## config.mk

```make
export PLATFORM = sky130hd
export DESIGN_NAME = mem_copy_engine
export DESIGN_NICKNAME = d
export VERILOG_FILES = /design/src/rtl/mem_copy_engine.sv
export SDC_FILE = /design/constraint.sdc
export NUM_CORES = 1
export LEC_CHECK = 0
export ABC_AREA = 1
export CORE_UTILIZATION = 49
export DETAILED_ROUTE_END_ITERATION = 7
export HOLD_SLACK_MARGIN = 0.02
export PLACE_DENSITY = 0.86
export SLEW_MARGIN = 20
export SYNTH_ARGS = -nofsm -noshare
export SYNTH_HDL_FRONTEND = slang
export SYNTH_SLANG_ARGS = --single-unit
```

## constraint.sdc

```tcl
create_clock -name clk -period 2.3 [get_ports clk]
set_input_delay 0.46 -clock clk [delete_from_list [all_inputs] [get_ports clk]]
set_output_delay 0.46 -clock clk [all_outputs]
set_load 0.01 [all_outputs]
```

## src/rtl/mem_copy_engine.sv

```systemverilog
// mem_copy_engine: block copy / fill sequencer for a 256x8 single-port memory.
// Each job runs one memory access per cycle. A copy alternates READ then WRITE
// for each byte, and a fill streams WRITEs. The memory strobes are never both high.
module mem_copy_engine #(
  parameter int unsigned ADDR_W = 8,
  parameter int unsigned DATA_W = 8
) (
  input  logic              clk,
  input  logic              reset,
  input  logic              start,
  input  logic              mode,
  input  logic [ADDR_W-1:0] src_addr,
  input  logic [ADDR_W-1:0] dst_addr,
  input  logic [ADDR_W-1:0] length,
  input  logic [DATA_W-1:0] fill_value,
  input  logic [DATA_W-1:0] mem_data_out,
  output logic [ADDR_W-1:0] mem_addr,
  output logic [DATA_W-1:0] mem_data_in,
  output logic              mem_rd,
  output logic              mem_wr,
  output logic              busy,
  output logic              done,
  output logic [ADDR_W-1:0] bytes_done
);

  localparam logic [ADDR_W-1:0] ONE = ADDR_W'(1);

  typedef enum logic [1:0] {
    ST_IDLE  = 2'd0,
    ST_READ  = 2'd1,
    ST_WRITE = 2'd2,
    ST_DONE  = 2'd3
  } state_t;

  state_t            r_state;
  logic              r_mode;
  logic [ADDR_W-1:0] r_src;
  logic [ADDR_W-1:0] r_dst;
  logic [ADDR_W-1:0] r_len;
  logic [DATA_W-1:0] r_fill;
  logic [ADDR_W-1:0] r_index;
  logic [ADDR_W-1:0] r_bytes_done;

  // Memory-side outputs are registered one cycle ahead, so they always match
  // the state the machine is currently in. In copy mode r_mem_data_in also
  // serves as the byte buffer filled by the preceding READ.
  logic [ADDR_W-1:0] r_mem_addr;
  logic [DATA_W-1:0] r_mem_data_in;
  logic              r_mem_rd;
  logic              r_mem_wr;
  logic              r_busy;
  logic              r_done;

  logic [ADDR_W-1:0] w_index_nxt;
  logic              w_last;
  logic [ADDR_W-1:0] w_wr_addr_cur;
  logic [ADDR_W-1:0] w_rd_addr_nxt;
  logic [ADDR_W-1:0] w_wr_addr_nxt;

  // Address arithmetic wraps naturally at ADDR_W bits
  assign w_index_nxt   = r_index + ONE;
  assign w_last        = (r_index == (r_len - ONE));
  assign w_wr_addr_cur = r_dst + r_index;
  assign w_rd_addr_nxt = r_src + w_index_nxt;
  assign w_wr_addr_nxt = r_dst + w_index_nxt;

  // Sequencer: state, captured job parameters, progress counters and strobes
  always_ff @(posedge clk) begin
    if (reset) begin
      r_state       <= ST_IDLE;
      r_mode        <= 1'b0;
      r_src         <= '0;
      r_dst         <= '0;
      r_len         <= '0;
      r_fill        <= '0;
      r_index       <= '0;
      r_bytes_done  <= '0;
      r_mem_addr    <= '0;
      r_mem_data_in <= '0;
      r_mem_rd      <= 1'b0;
      r_mem_wr      <= 1'b0;
      r_busy        <= 1'b0;
      r_done        <= 1'b0;
    end else begin
      case (r_state)
        ST_IDLE: begin
          r_mem_rd      <= 1'b0;
          r_mem_wr      <= 1'b0;
          r_busy        <= 1'b0;
          r_done        <= 1'b0;
          r_mem_addr    <= '0;
          r_mem_data_in <= '0;
          if (start) begin
            r_mode       <= mode;
            r_src        <= src_addr;
            r_dst        <= dst_addr;
            r_len        <= length;
            r_fill       <= fill_value;
            r_index      <= '0;
            r_bytes_done <= '0;
            if (length == '0) begin
              r_state <= ST_DONE;
              r_done  <= 1'b1;
            end else if (!mode) begin
              r_state    <= ST_READ;
              r_busy     <= 1'b1;
              r_mem_rd   <= 1'b1;
              r_mem_addr <= src_addr;
            end else begin
              r_state       <= ST_WRITE;
              r_busy        <= 1'b1;
              r_mem_wr      <= 1'b1;
              r_mem_addr    <= dst_addr;
              r_mem_data_in <= fill_value;
            end
          end
        end

        ST_READ: begin
          // Latch the source byte straight into the write-data register
          r_state       <= ST_WRITE;
          r_mem_rd      <= 1'b0;
          r_mem_wr      <= 1'b1;
          r_mem_addr    <= w_wr_addr_cur;
          r_mem_data_in <= mem_data_out;
        end

        ST_WRITE: begin
          r_index      <= w_index_nxt;
          r_bytes_done <= r_bytes_done + ONE;
          if (w_last) begin
            r_state       <= ST_DONE;
            r_busy        <= 1'b0;
            r_done        <= 1'b1;
            r_mem_rd      <= 1'b0;
            r_mem_wr      <= 1'b0;
            r_mem_addr    <= '0;
            r_mem_data_in <= '0;
          end else if (!r_mode) begin
            r_state       <= ST_READ;
            r_mem_rd      <= 1'b1;
            r_mem_wr      <= 1'b0;
            r_mem_addr    <= w_rd_addr_nxt;
            r_mem_data_in <= '0;
          end else begin
            r_state       <= ST_WRITE;
            r_mem_addr    <= w_wr_addr_nxt;
            r_mem_data_in <= r_fill;
          end
        end

        ST_DONE: begin
          // Single-cycle completion pulse; start is not sampled here
          r_state  <= ST_IDLE;
          r_done   <= 1'b0;
          r_busy   <= 1'b0;
          r_mem_rd <= 1'b0;
          r_mem_wr <= 1'b0;
        end

        default: begin
          r_state <= ST_IDLE;
        end
      endcase
    end
  end

  // A write still pending in the cycle reset arrives must not reach the array
  assign mem_wr      = r_mem_wr & ~reset;
  assign mem_rd      = r_mem_rd;
  assign mem_addr    = r_mem_addr;
  assign mem_data_in = r_mem_data_in;
  assign busy        = r_busy;
  assign done        = r_done;
  assign bytes_done  = r_bytes_done;

endmodule
```

==> insert_results.sql <==
INSERT INTO impl_metrics (metric_group, metric, value, unit) VALUES
('run_status', 'status', 'completed', ''),
('clock_network', 'root_buffer', 'clkbuf_8', ''),
('detailed_routing', 'drt_first_iter_violations', '410', ''),
('timing', 'timing.clock.skew', '0.00788', 'ns'),
('worst_setup_path', 'critPathLaunchType', 'register', ''),
('die', 'design.die.area', '9530', 'sq um'),
('clock_network', 'tritoncts_clock_tree', 'yes', ''),
('clock_network', 'ctsLongestPathBuffers', '2', ''),
('placement', 'io_buf_count', '71', ''),
('worst_setup_path', 'critPathArrivalTime', '2.59', 'ns'),
('placement', 'number_of_cells_in_the_design_after_placement', '861', ''),
('worst_setup_path', 'timing.critical_path.max_delay_family', 'simple AND/OR/NAND/NOR gates', ''),
('layout', 'filler_cell_count', '697', ''),
('synth', 'synth_enable_flop_cells', '0', ''),
('timing', 'slew-limit-headroom', '53.9', '%'),
('layout', 'finalNetCount', '837', ''),
('global_routing', 'grt_start_max_net_pins', '56', ''),
('global_routing', 'total_routing_usage_reported_by_global_routing', '27.2', '%'),
('clock_network', 'cts-hold-fix-buffers', '0', ''),
('synth', 'synth-async-reset-ratio', '0', '%'),
('timing', 'finalCriticalPeriod', '2.29', 'ns'),
('timing', 'post_route_fraction_of_the_period_consumed_by_the_critical_path', '99.7', '%'),
('detailed_routing', 'drt-total-wl', '13400', 'um'),
('die', 'floorplan.io_pins', '72', ''),
('detailed_routing', 'first_pass_iters', '6', ''),
('worst_setup_path', 'critical_path.max_fanout', '5', ''),
('worst_setup_path', 'critical_path.cell_chain', 'nand2_2 > nor2_2 > xor2_1 > inv_1 > ha_4 > nand2_1 > inv_1 > nand4_1 > nand2_1 > xor2_1 > nand3_1 > nand2_1 > nand2_1 > a21oi_2', ''),
('die', 'core', '8810', 'sq um'),
('synth', 'ys_types', '44', ''),
('worst_setup_path', 'crit_buf_inv', '2', ''),
('global_routing', 'grt_pass1_wl', '21000', 'um'),
('clock_network', 'path_clk_slew', '0.08', 'ns'),
('worst_setup_path', 'cp_slowest_cell', 'dfxtp_4', ''),
('clock_network', 'cts-buffers-inserted', '9', ''),
('layout', 'area_growth', '29.1', '%'),
('timing', 'timing.fmax', '436', 'MHz'),
('placement', 'placed_cell_area', '5380', 'sq um'),
('clock_network', 'cts.sink_count', '71', ''),
('synth', 'netlist.area_leader.share', '31.7', '%'),
('detailed_routing', 'vias', '4973', ''),
('worst_setup_path', 'cp_slowest_stage_delay', '0.40', 'ns'),
('synth', 'syn-num-nets', '756', ''),
('clock_network', 'htree_levels', '3', ''),
('layout', 'final_cell_area', '5790', 'sq um'),
('placement', 'place_hpwl', '9190', 'um'),
('timing', 'report.final.slew_viol_count', '0', ''),
('placement', 'gp_congestion', '0.936', ''),
('timing', 'setup-violations-final', '0', ''),
('timing', 'max_slew.worst_pin.slew', '0.689', 'ns'),
('hold_path', 'min-delay-path-class', 'reg2reg', ''),
('die', 'chipWidth', '97.6', 'um'),
('layout', 'post_layout_nonfiller_instances', '881', ''),
('detailed_routing', 'drc_errors', '0', ''),
('die', 'dieHeight', '97.6', 'um'),
('power_and_ir_drop', 'ir_worst_vdd', '0.412', 'mV'),
('detailed_routing', 'wl_per_cell', '15.2', 'um'),
('die', 'floorplan.initialDensity', '50.9', '%'),
('timing', 'final.hold.worst_slack', '0.473', 'ns'),
('detailed_routing', 'drtAntennaViolNets', '0', ''),
('die', 'row_count', '34', ''),
('synth', 'post_synth_main_area_contributors', 'dfxtp_1 32%, nand2_1 15%, o21ai_0 6.9%, a21oi_1 6.5%, nand3_1 6.4%', ''),
('synth', 'post_synth_instance_area', '4480', 'sq um'),
('global_routing', 'first_global_vias', '4589', ''),
('synth', 'synth_area_leader_cell', 'dfxtp_1', ''),
('synth', 'dominantRegCellSynth', 'dfxtp_1', ''),
('timing', 'timing.setup.tns', '0', 'ns'),
('timing', 'final-hold-violation-count', '0', ''),
('power_and_ir_drop', 'leakagePower', '2.73', 'nW'),
('worst_setup_path', 'timing_worst_setup_path_type', 'reg2reg', ''),
('worst_setup_path', 'worst-endpoint-required', '2.60', 'ns'),
('timing', 'setup_repair_after_global_routing_missed_its_margin', 'true', '');
==> synth_stat cells (2+ instances only) <==
library cell and number:
nand2_1 179, dfxtp_1 71, inv_1 70, nor2_1 68, o21ai_0 62, a21oi_1 58
nand3_1 57, ha_1 22, clkbuf_1 17, xor2_1 10, xnor2_1 7, nand4_1 6
buf_2 5, nor2_4 4, nor3_1 4, nand3_2 3, nor2_2 3, o21ai_1 3
a21o_1 2, a31oi_1 2, and3_1 2, buf_1 2, buf_4 2, buf_6 2
clkbuf_2 2, fa_1 2, inv_2 2, nand2_2 2, nand3b_1 2, nor3_2 2
or2_2 2
==> power breakdown <==
group,internal (mW),switching (mW)
combinational,0.694,1.05
clock,0.609,0.510
sequential,1.42,0.148
total,2.72,1.71
==> state kept, by name (all words and copies together), names as in the netlist, 2 cells and up <==
signal / count
mem_data_in: 8
bytes_done: 8
mem_addr: 8
r_fill: 8
r_index: 8
r_src: 8
r_state: 2
r_dst: 8
r_len: 8
==> worst paths after layout <==
| check | startpoint | to | slack, ns | depth (start not counted) |
|---|---|---|---|---|
| max reg2reg | r_index[1]$_SDFFE_PP0P_ | mem_addr[5]$_SDFFE_PP0P_ | 0.007 | 14 |
| max | r_index[1]$_SDFFE_PP0P_ | mem_addr[5]$_SDFFE_PP0P_ | 0.007 | 14 |
| min reg2reg | busy$_SDFFE_PP0P_ | busy$_SDFFE_PP0P_ | 0.47 | 2 |
| min | busy$_SDFFE_PP0P_ | busy$_SDFFE_PP0P_ | 0.47 | 2 |
==> final cells by class <==
class	count	area (sq um)	share of cell area, %
multi-input cells	514	2790	48.2
flip-flops and latches	71	1430	24.8
repair buffers	99	937	16.2
inverters	74	279	4.82
well taps	108	135	2.34
clock buffers	10	128	2.21
clock inverters	5	82.6	1.43
==> per-stage QoR <==
| step | utilization (%) | setup slack (ns) | power (mW) |
|---|---|---|---|
| 2_1_floorplan | - | 0.0154 | 2.62 |
| 3_3_place_gp | 61.1 | 0.0643 | 3.13 |
| 3_5_place_dp | 61.1 | -0.0118 | 3.19 |
| 4_1_cts | 63.6 | 0.0144 | 4.29 |
| 5_1_grt | 65.7 | -0.114 | 4.69 |
| 6_report | 65.7 | 0.00651 | 4.43 |
==> routing by layer <==
layer	global-route usage, %	up-vias	routed length, um
met5	0	-	0
met4	11.8	0	437
met3	5.61	46	1170
met2	46.1	268	6490
met1	33.2	2270	5340
li1	-	2389	-
==> worst register-to-register path, cell delays in order, from the launching register on <==
cell and delay (ns):
dfxtp_4 0.40, nand2_2 0.10, nor2_2 0.15, xor2_1 0.20
inv_1 0.11, ha_4 0.30, nand2_1 0.10, inv_1 0.10
nand4_1 0.09, nand2_1 0.12, xor2_1 0.19, nand3_1 0.12
nand2_1 0.08, nand2_1 0.06, a21oi_2 0.11
==> repair_timing <==
item / 4_1_cts / 5_1_grt
buffers inserted: 0 / 4
endpoints found under the hold margin: 0 / 0
resized for setup: 3 / 37
pin swaps: 0 / 17
gates cloned: 0 / 1
endpoints found under the setup margin: 3 / 22
==> cell usage in the layout, fill, tap and decap left out, types with 9 or more instances in the layout <==
master	count
clkdlybuf4s50_1	71
nand3_1	54
o21ai_0	62
inv_1	68
clkbuf_8	9
dfxtp_1	65
a21oi_1	53
ha_1	17
xor2_1	10
buf_4	26
nand2_1	172
nor2_1	66
==> cell families (layout without fill, tap and decap cells) <==
| family | after synthesis | after routing | share of synthesized area [%] |
|---|---|---|---|
| flops | 71 | 71 | 31.7 |
| simple gates | 339 | 340 | 33.0 |
| xor+xnor | 17 | 17 | 3.32 |
| compound gates | 133 | 133 | 15.5 |
| fa+ha+maj | 24 | 24 | 7.04 |
| buf+inv | 104 | 188 | 9.44 |
No activity file was read; power rests on OpenSTA's default activity.
